==> src/rtl/rom_loader_ctrl_pkg.sv <==
// Shared types and constants for the HPS ROM image loader.
// Index codes map download slots onto the three on-chip memory targets.
package rom_loader_ctrl_pkg;

  typedef enum logic [1:0] {
    ST_IDLE  = 2'd0,
    ST_LOAD  = 2'd1,
    ST_DRAIN = 2'd2,
    ST_DONE  = 2'd3
  } state_e;

  // Encoding doubles as the bit position in the loaded flags
  typedef enum logic [1:0] {
    TGT_BIOS = 2'd0,
    TGT_SPR  = 2'd1,
    TGT_MUS  = 2'd2
  } target_e;

  localparam logic [7:0] IDX_BIOS0 = 8'd0;
  localparam logic [7:0] IDX_BIOS1 = 8'd1;
  localparam logic [7:0] IDX_SPR   = 8'd3;
  localparam logic [7:0] IDX_MUS   = 8'd4;

  localparam int unsigned DEF_BIOS_BYTES = 65536;
  localparam int unsigned DEF_SPR_BYTES  = 16384;
  localparam int unsigned DEF_MUS_BYTES  = 131072;

  localparam int CNT_W = 17;

  function automatic logic idx_is_bios(input logic [7:0] idx);
    return (idx == IDX_BIOS0) || (idx == IDX_BIOS1);
  endfunction

  function automatic logic idx_valid(input logic [7:0] idx);
    return idx_is_bios(idx) || (idx == IDX_SPR) || (idx == IDX_MUS);
  endfunction

  function automatic target_e idx_target(input logic [7:0] idx);
    target_e t;
    case (idx)
      IDX_SPR: t = TGT_SPR;
      IDX_MUS: t = TGT_MUS;
      default: t = TGT_BIOS;
    endcase
    return t;
  endfunction

endpackage

==> src/rtl/rom_loader_ctrl.sv <==
// Steers the HPS ioctl byte stream into BIOS / sprite / music memories via a one-entry holding register.
// mem_we follows a captured byte by one cycle; ioctl_wait stalls the HPS while the register is full.
module rom_loader_ctrl
  import rom_loader_ctrl_pkg::*;
#(
  parameter int unsigned BIOS_BYTES = DEF_BIOS_BYTES,
  parameter int unsigned SPR_BYTES  = DEF_SPR_BYTES,
  parameter int unsigned MUS_BYTES  = DEF_MUS_BYTES
) (
  input  logic        clk_sys,
  input  logic        reset,
  input  logic        ioctl_download,
  input  logic        ioctl_wr,
  input  logic [24:0] ioctl_addr,
  input  logic [7:0]  ioctl_dout,
  input  logic [7:0]  ioctl_index,
  output logic        ioctl_wait,
  output logic [1:0]  mem_sel,
  output logic [16:0] mem_addr,
  output logic [7:0]  mem_data,
  output logic        mem_we,
  input  logic        mem_ack,
  output logic        cpu_hold,
  output logic        load_done,
  output logic [2:0]  loaded,
  output logic        err_range,
  output logic        err_ovf
);

  state_e             r_state;
  state_e             w_state_nxt;
  logic               r_dl_q;
  logic               r_pend;
  logic [7:0]         r_idx;
  target_e            r_tgt;
  logic               r_full;
  logic [16:0]        r_addr;
  logic [7:0]         r_data;
  logic [CNT_W-1:0]   r_cnt;
  logic [2:0]         r_loaded;
  logic               r_err_range;
  logic               r_err_ovf;

  logic               w_dl_rise;
  logic               w_start;
  logic               w_load_done;
  logic               w_cpu_hold;
  logic [31:0]        w_size;
  logic               w_in_range;
  logic               w_wr_live;
  logic               w_accept;
  logic               w_ack;
  logic               w_range_err;
  logic               w_ovf_err;

  assign w_dl_rise = ioctl_download & ~r_dl_q;
  // A rise seen during DRAIN/DONE is remembered so IDLE can still take it
  assign w_start   = (r_state == ST_IDLE) && ioctl_download && (w_dl_rise || r_pend);

  always_comb begin
    w_state_nxt = r_state;
    w_load_done = 1'b0;
    w_cpu_hold  = 1'b0;
    case (r_state)
      ST_IDLE:  if (w_start) w_state_nxt = ST_LOAD;
      ST_LOAD:  if (!ioctl_download) w_state_nxt = ST_DRAIN;
      ST_DRAIN: if (!r_full) w_state_nxt = ST_DONE;
      ST_DONE: begin
        w_state_nxt = ST_IDLE;
        w_load_done = 1'b1;
      end
      default:  w_state_nxt = ST_IDLE;
    endcase
    if (r_state != ST_IDLE) w_cpu_hold = idx_is_bios(r_idx);
  end

  always_ff @(posedge clk_sys or posedge reset) begin
    if (reset) r_state <= ST_IDLE;
    else       r_state <= w_state_nxt;
  end

  always_comb begin
    w_size = BIOS_BYTES;
    case (r_tgt)
      TGT_SPR: w_size = SPR_BYTES;
      TGT_MUS: w_size = MUS_BYTES;
      default: w_size = BIOS_BYTES;
    endcase
  end

  assign w_in_range = ({7'd0, ioctl_addr} < w_size);
  // Bytes for an unrecognised index are swallowed silently
  assign w_wr_live   = (r_state == ST_LOAD) && ioctl_wr && idx_valid(r_idx);
  assign w_ack       = r_full && mem_ack;
  assign w_range_err = w_wr_live && !w_in_range;
  assign w_accept    = w_wr_live && w_in_range && (!r_full || mem_ack);
  assign w_ovf_err   = w_wr_live && w_in_range && r_full && !mem_ack;

  always_ff @(posedge clk_sys or posedge reset) begin
    if (reset) begin
      r_dl_q      <= 1'b0;
      r_pend      <= 1'b0;
      r_idx       <= 8'd0;
      r_tgt       <= TGT_BIOS;
      r_full      <= 1'b0;
      r_addr      <= 17'd0;
      r_data      <= 8'd0;
      r_cnt       <= '0;
      r_loaded    <= 3'b000;
      r_err_range <= 1'b0;
      r_err_ovf   <= 1'b0;
    end else begin
      r_dl_q <= ioctl_download;

      if (w_start || !ioctl_download)
        r_pend <= 1'b0;
      else if (w_dl_rise && ((r_state == ST_DRAIN) || (r_state == ST_DONE)))
        r_pend <= 1'b1;

      if (w_start) begin
        r_idx       <= ioctl_index;
        r_tgt       <= idx_target(ioctl_index);
        r_cnt       <= '0;
        r_err_range <= 1'b0;
        r_err_ovf   <= 1'b0;
      end else begin
        if (w_range_err) r_err_range <= 1'b1;
        if (w_ovf_err)   r_err_ovf   <= 1'b1;
        if (w_accept && (r_cnt != '1)) r_cnt <= r_cnt + 1'b1;
      end

      // Accept wins over ack so a same-cycle refill keeps the register full
      if (w_accept) begin
        r_full <= 1'b1;
        r_addr <= ioctl_addr[16:0];
        r_data <= ioctl_dout;
      end else if (w_ack) begin
        r_full <= 1'b0;
      end

      if ((r_state == ST_DONE) && (r_cnt != '0)) r_loaded[r_tgt] <= 1'b1;
    end
  end

  assign ioctl_wait = r_full;
  assign mem_we     = r_full;
  assign mem_sel    = r_tgt;
  assign mem_addr   = r_addr;
  assign mem_data   = r_data;
  assign cpu_hold   = w_cpu_hold;
  assign load_done  = w_load_done;
  assign loaded     = r_loaded;
  assign err_range  = r_err_range;
  assign err_ovf    = r_err_ovf;

endmodule

==> config.mk <==
export PLATFORM = sky130hd
export DESIGN_NAME = rom_loader_ctrl
export DESIGN_NICKNAME = d
export VERILOG_FILES = /design/src/rtl/rom_loader_ctrl_pkg.sv /design/src/rtl/rom_loader_ctrl.sv
export SDC_FILE = /design/constraint.sdc
export NUM_CORES = 1
export LEC_CHECK = 0
export BUFFER_PORTS_ARGS = -buffer_cell sky130_fd_sc_hd__buf_2
export CORE_UTILIZATION = 50
export CTS_CLUSTER_DIAMETER = 60
export DETAILED_ROUTE_END_ITERATION = 16
export GPL_TIMING_DRIVEN = 0
export PLACE_DENSITY_LB_ADDON = 0.3
export SLEW_MARGIN = 40
export SYNTH_ARGS = -nofsm -noshare
export SYNTH_HDL_FRONTEND = slang
export SYNTH_SLANG_ARGS = --single-unit
==> constraint.sdc <==
create_clock -name clk_sys -period 4.3 [get_ports clk_sys]
set_clock_uncertainty 0.15 [all_clocks]
set_input_delay 0.215 -clock clk_sys [delete_from_list [all_inputs] [get_ports clk_sys]]
set_output_delay 0.215 -clock clk_sys [all_outputs]
set_load 0.02 [all_outputs]
==> metrics.txt <==
Slew Limit Fails 0; FMAX approximately 0.33 GHz; die area approximately 6300 sq um; yosys warns 0; First DRT Iteration DRCs 120; I/O Buffers 81; Clock Latency Late Sink between 0.3 and 0.4 ns; wire per inst about 16 microns; CTS tree yes; Final Core Density between 70% and 80%; CP Cell Sequence inv_1 -> ha_1 -> ha_1 -> nor4b_2 -> nor2_1 -> or3_1 -> nor2_2 -> buf_4 -> mux2_2; Leak Pwr between 2 and 2.5 nW; Core Area about 5600 sq um; Routed WL 7.686 mm; starting density of the core between 50% and 60%; PostCTS Resize Cnt 0; FP Rows 27; number of diodes 0; actual slew at the worst max-slew pin 0.5599 ns; maxcap violations 0; worst path required time 4.37 ns; root buffer cell clkbuf_8; Hold-fix buffers, CTS 35; final hold vios 0; kind of critical path reg -> reg; vias post-DR around 2.6k; first-pass GRT wire length 12.44 mm; Fin Setup TNS 0 ns; num ports just over 80; HP Class in -> reg; Syn-to-layout area delta 35.07%; CP max stage cell or3_1; CTS Buf Count 9; gpl congestion between 0.8 and 0.9; Final ANT Viol Nets 0; Setup crit start kind flip-flop; clock buffer depth 2; Top cell by count, worst path ha_1; Detail Placement HPWL 4.638 mm; normalized max-slew margin slightly above 60%; syn_nets between 300 and 400; Setup crit end kind flip-flop; Via density roughly 5.5; commonest register cell after synthesis dfrtp_1; Worst-path clk slew 0.07 ns; gr usage total 26.97%; Crit path arrival time 3.08 ns; Die Height roughly 79 microns; sequential share of the synthesized area between 50 and 60%; Setup-failing EPs final 0; share of cells above drive strength 1 between 30 and 40%; Post-CTS Setup Inserts 0; peak per-stage delay on the critical path approximately 0.43 ns; syn_area_per_cell roughly 11 sq um; Pwr Density 382.0 nW/um^2; maximum fanout along the worst path 10; mapped cell area slightly below 3000 sq um; FF+latch count, synth 62; Distinct cells, synth 45; status complete, no violations; Max rail drop VDD 284.0 uV; drt drc 0; largest net degree at the start of global routing between 40 and 50; clk sink count 62; vias in the first global route 2660; Die X about 79 microns; nets between 400 and 500; H-tree lvl count 3; EDFF count, synth 0; synthesized instance count about 270; final worst path period need approximately 3 ns; drt pass-1 iters 4; unrepaired setup endpoints after global routing no; async set-reset flop share out of synthesis 100.0%; initial antenna violation count 0; Congestion Overflow GR 0; fillers between 300 and 400; post-route clock period utilization between 60% and 70%
-- final cells by class --
cell class              instances  area [sq um]  area share, %
flip-flops and latches         62          1551          38.65
clock buffers                   9         123.9          3.086
multi-input cells             185          1324          32.98
plain buffers                  10         58.81          1.465
well taps                      72         90.09          2.244
repair buffers                117         775.7          19.33
clock inverters                 7         50.05          1.247
inverters                      10         40.04         0.9975
-- metrics by stage --
step	worst slack, ns	hold WS, ns	std cells	total power [mW]	cell area [sq um]
final	1.290	0.07635	472	1.533	4014
after global placement	1.372	0.2314	420	1.043	3467
after floorplan	1.452	0.09643	267	0.9444	2972
after detailed placement	1.339	0.02288	421	1.058	3490
after CTS	1.324	0.02360	472	1.530	4014
after global routing	1.142	0.07344	472	1.629	4014
-- cells in the final DEF (no fill, tap or decap), drive strengths merged, types with 7 or more instances in the layout --
cell	netlist	layout
nor2	17	17
ha	13	13
or3	7	7
a21oi	12	12
dfrtp	62	62
clkbuf	4	13
buf	6	88
o21ai	8	8
mux2	26	26
or4	7	7
nand3	8	8
inv	10	11
nand2	37	37
dlygate4sd3	0	35
nor4	7	7
-- cell families (layout without fill, tap and decap cells) --
kind of cell,count (synthesis),count (layout),synth area share (%)
XOR/XNOR,2,2,0.5896
adder cells (fa/ha/maj),13,13,5.474
AND/OR/NAND/NOR,104,104,19.62
flip-flops,62,62,52.21
multiplexers,29,29,10.86
buffers and inverters,20,153,3.242
AO/OA/AOI/OAI,37,37,8.000
-- power breakdown --
group	leakage (nW)	switching (mW)	internal (mW)	total [mW]
logic	1.16	0.214	0.162	0.376
clock network	0.0816	0.241	0.209	0.450
registers	0.842	0.0527	0.655	0.707
-- final timing paths --
path	start	end	slack, ns	cells after the start
max	mem_sel[0]	mem_addr[1]	1.29	9
min in group asynchronous	reset	mem_addr[9]	0.22	3
max in group asynchronous	reset	mem_addr[14]	3.27	4
min reg2reg	mem_addr[0]	mem_addr[0]	0.34	1
min	mem_ack	ioctl_wait	0.08	3
max reg2reg	mem_sel[0]	mem_addr[1]	1.29	9
-- cell usage after synthesis, drive strengths merged, types with 2 or more instances --
cell	count	area [sq um]
dfrtp	62	1551
nand2	37	138.9
mux2	26	292.8
nor2	17	66.32
ha	13	162.7
a21oi	12	60.06
inv	10	37.54
nand3	8	40.04
o21ai	8	40.03
nor4	7	73.82
or3	7	43.79
or4	7	52.55
buf	6	43.79
clkbuf	4	15.01
o211ai	4	30.03
o31ai	4	30.03
a21o	3	22.52
and3	3	18.77
mux2i	3	30.03
nand4	3	25.02
nor4b	3	32.53
and4	2	17.52
nand3b	2	15.01
nand4b	2	17.52
nor3	2	15.01
xnor2	2	17.52
-- layer usage --
layer | routed length, microns | track usage, %
met3 | 479 | 8.736
met1 | 3087 | 29.45
met2 | 3925 | 47.50
met4 | 193 | 12.00
met5 | 0 | 0
-- worst max-delay path: cells and delay by family, from the launching register on --
kind          cells  cell delay (ns)
simple gates      4             1.09
fa+ha+maj         2             0.55
flops             1             0.38
buf+inv           2             0.35
mux               1             0.36
-- state kept, by name (all words and copies together) (netlist names), 2 cells and up --
signal / flops
mem_sel: 2
mem_addr: 17
r_cnt: 17
r_idx: 8
mem_data: 8
r_state: 2
loaded: 3
Note: power is estimated with default switching activity, not from simulation.
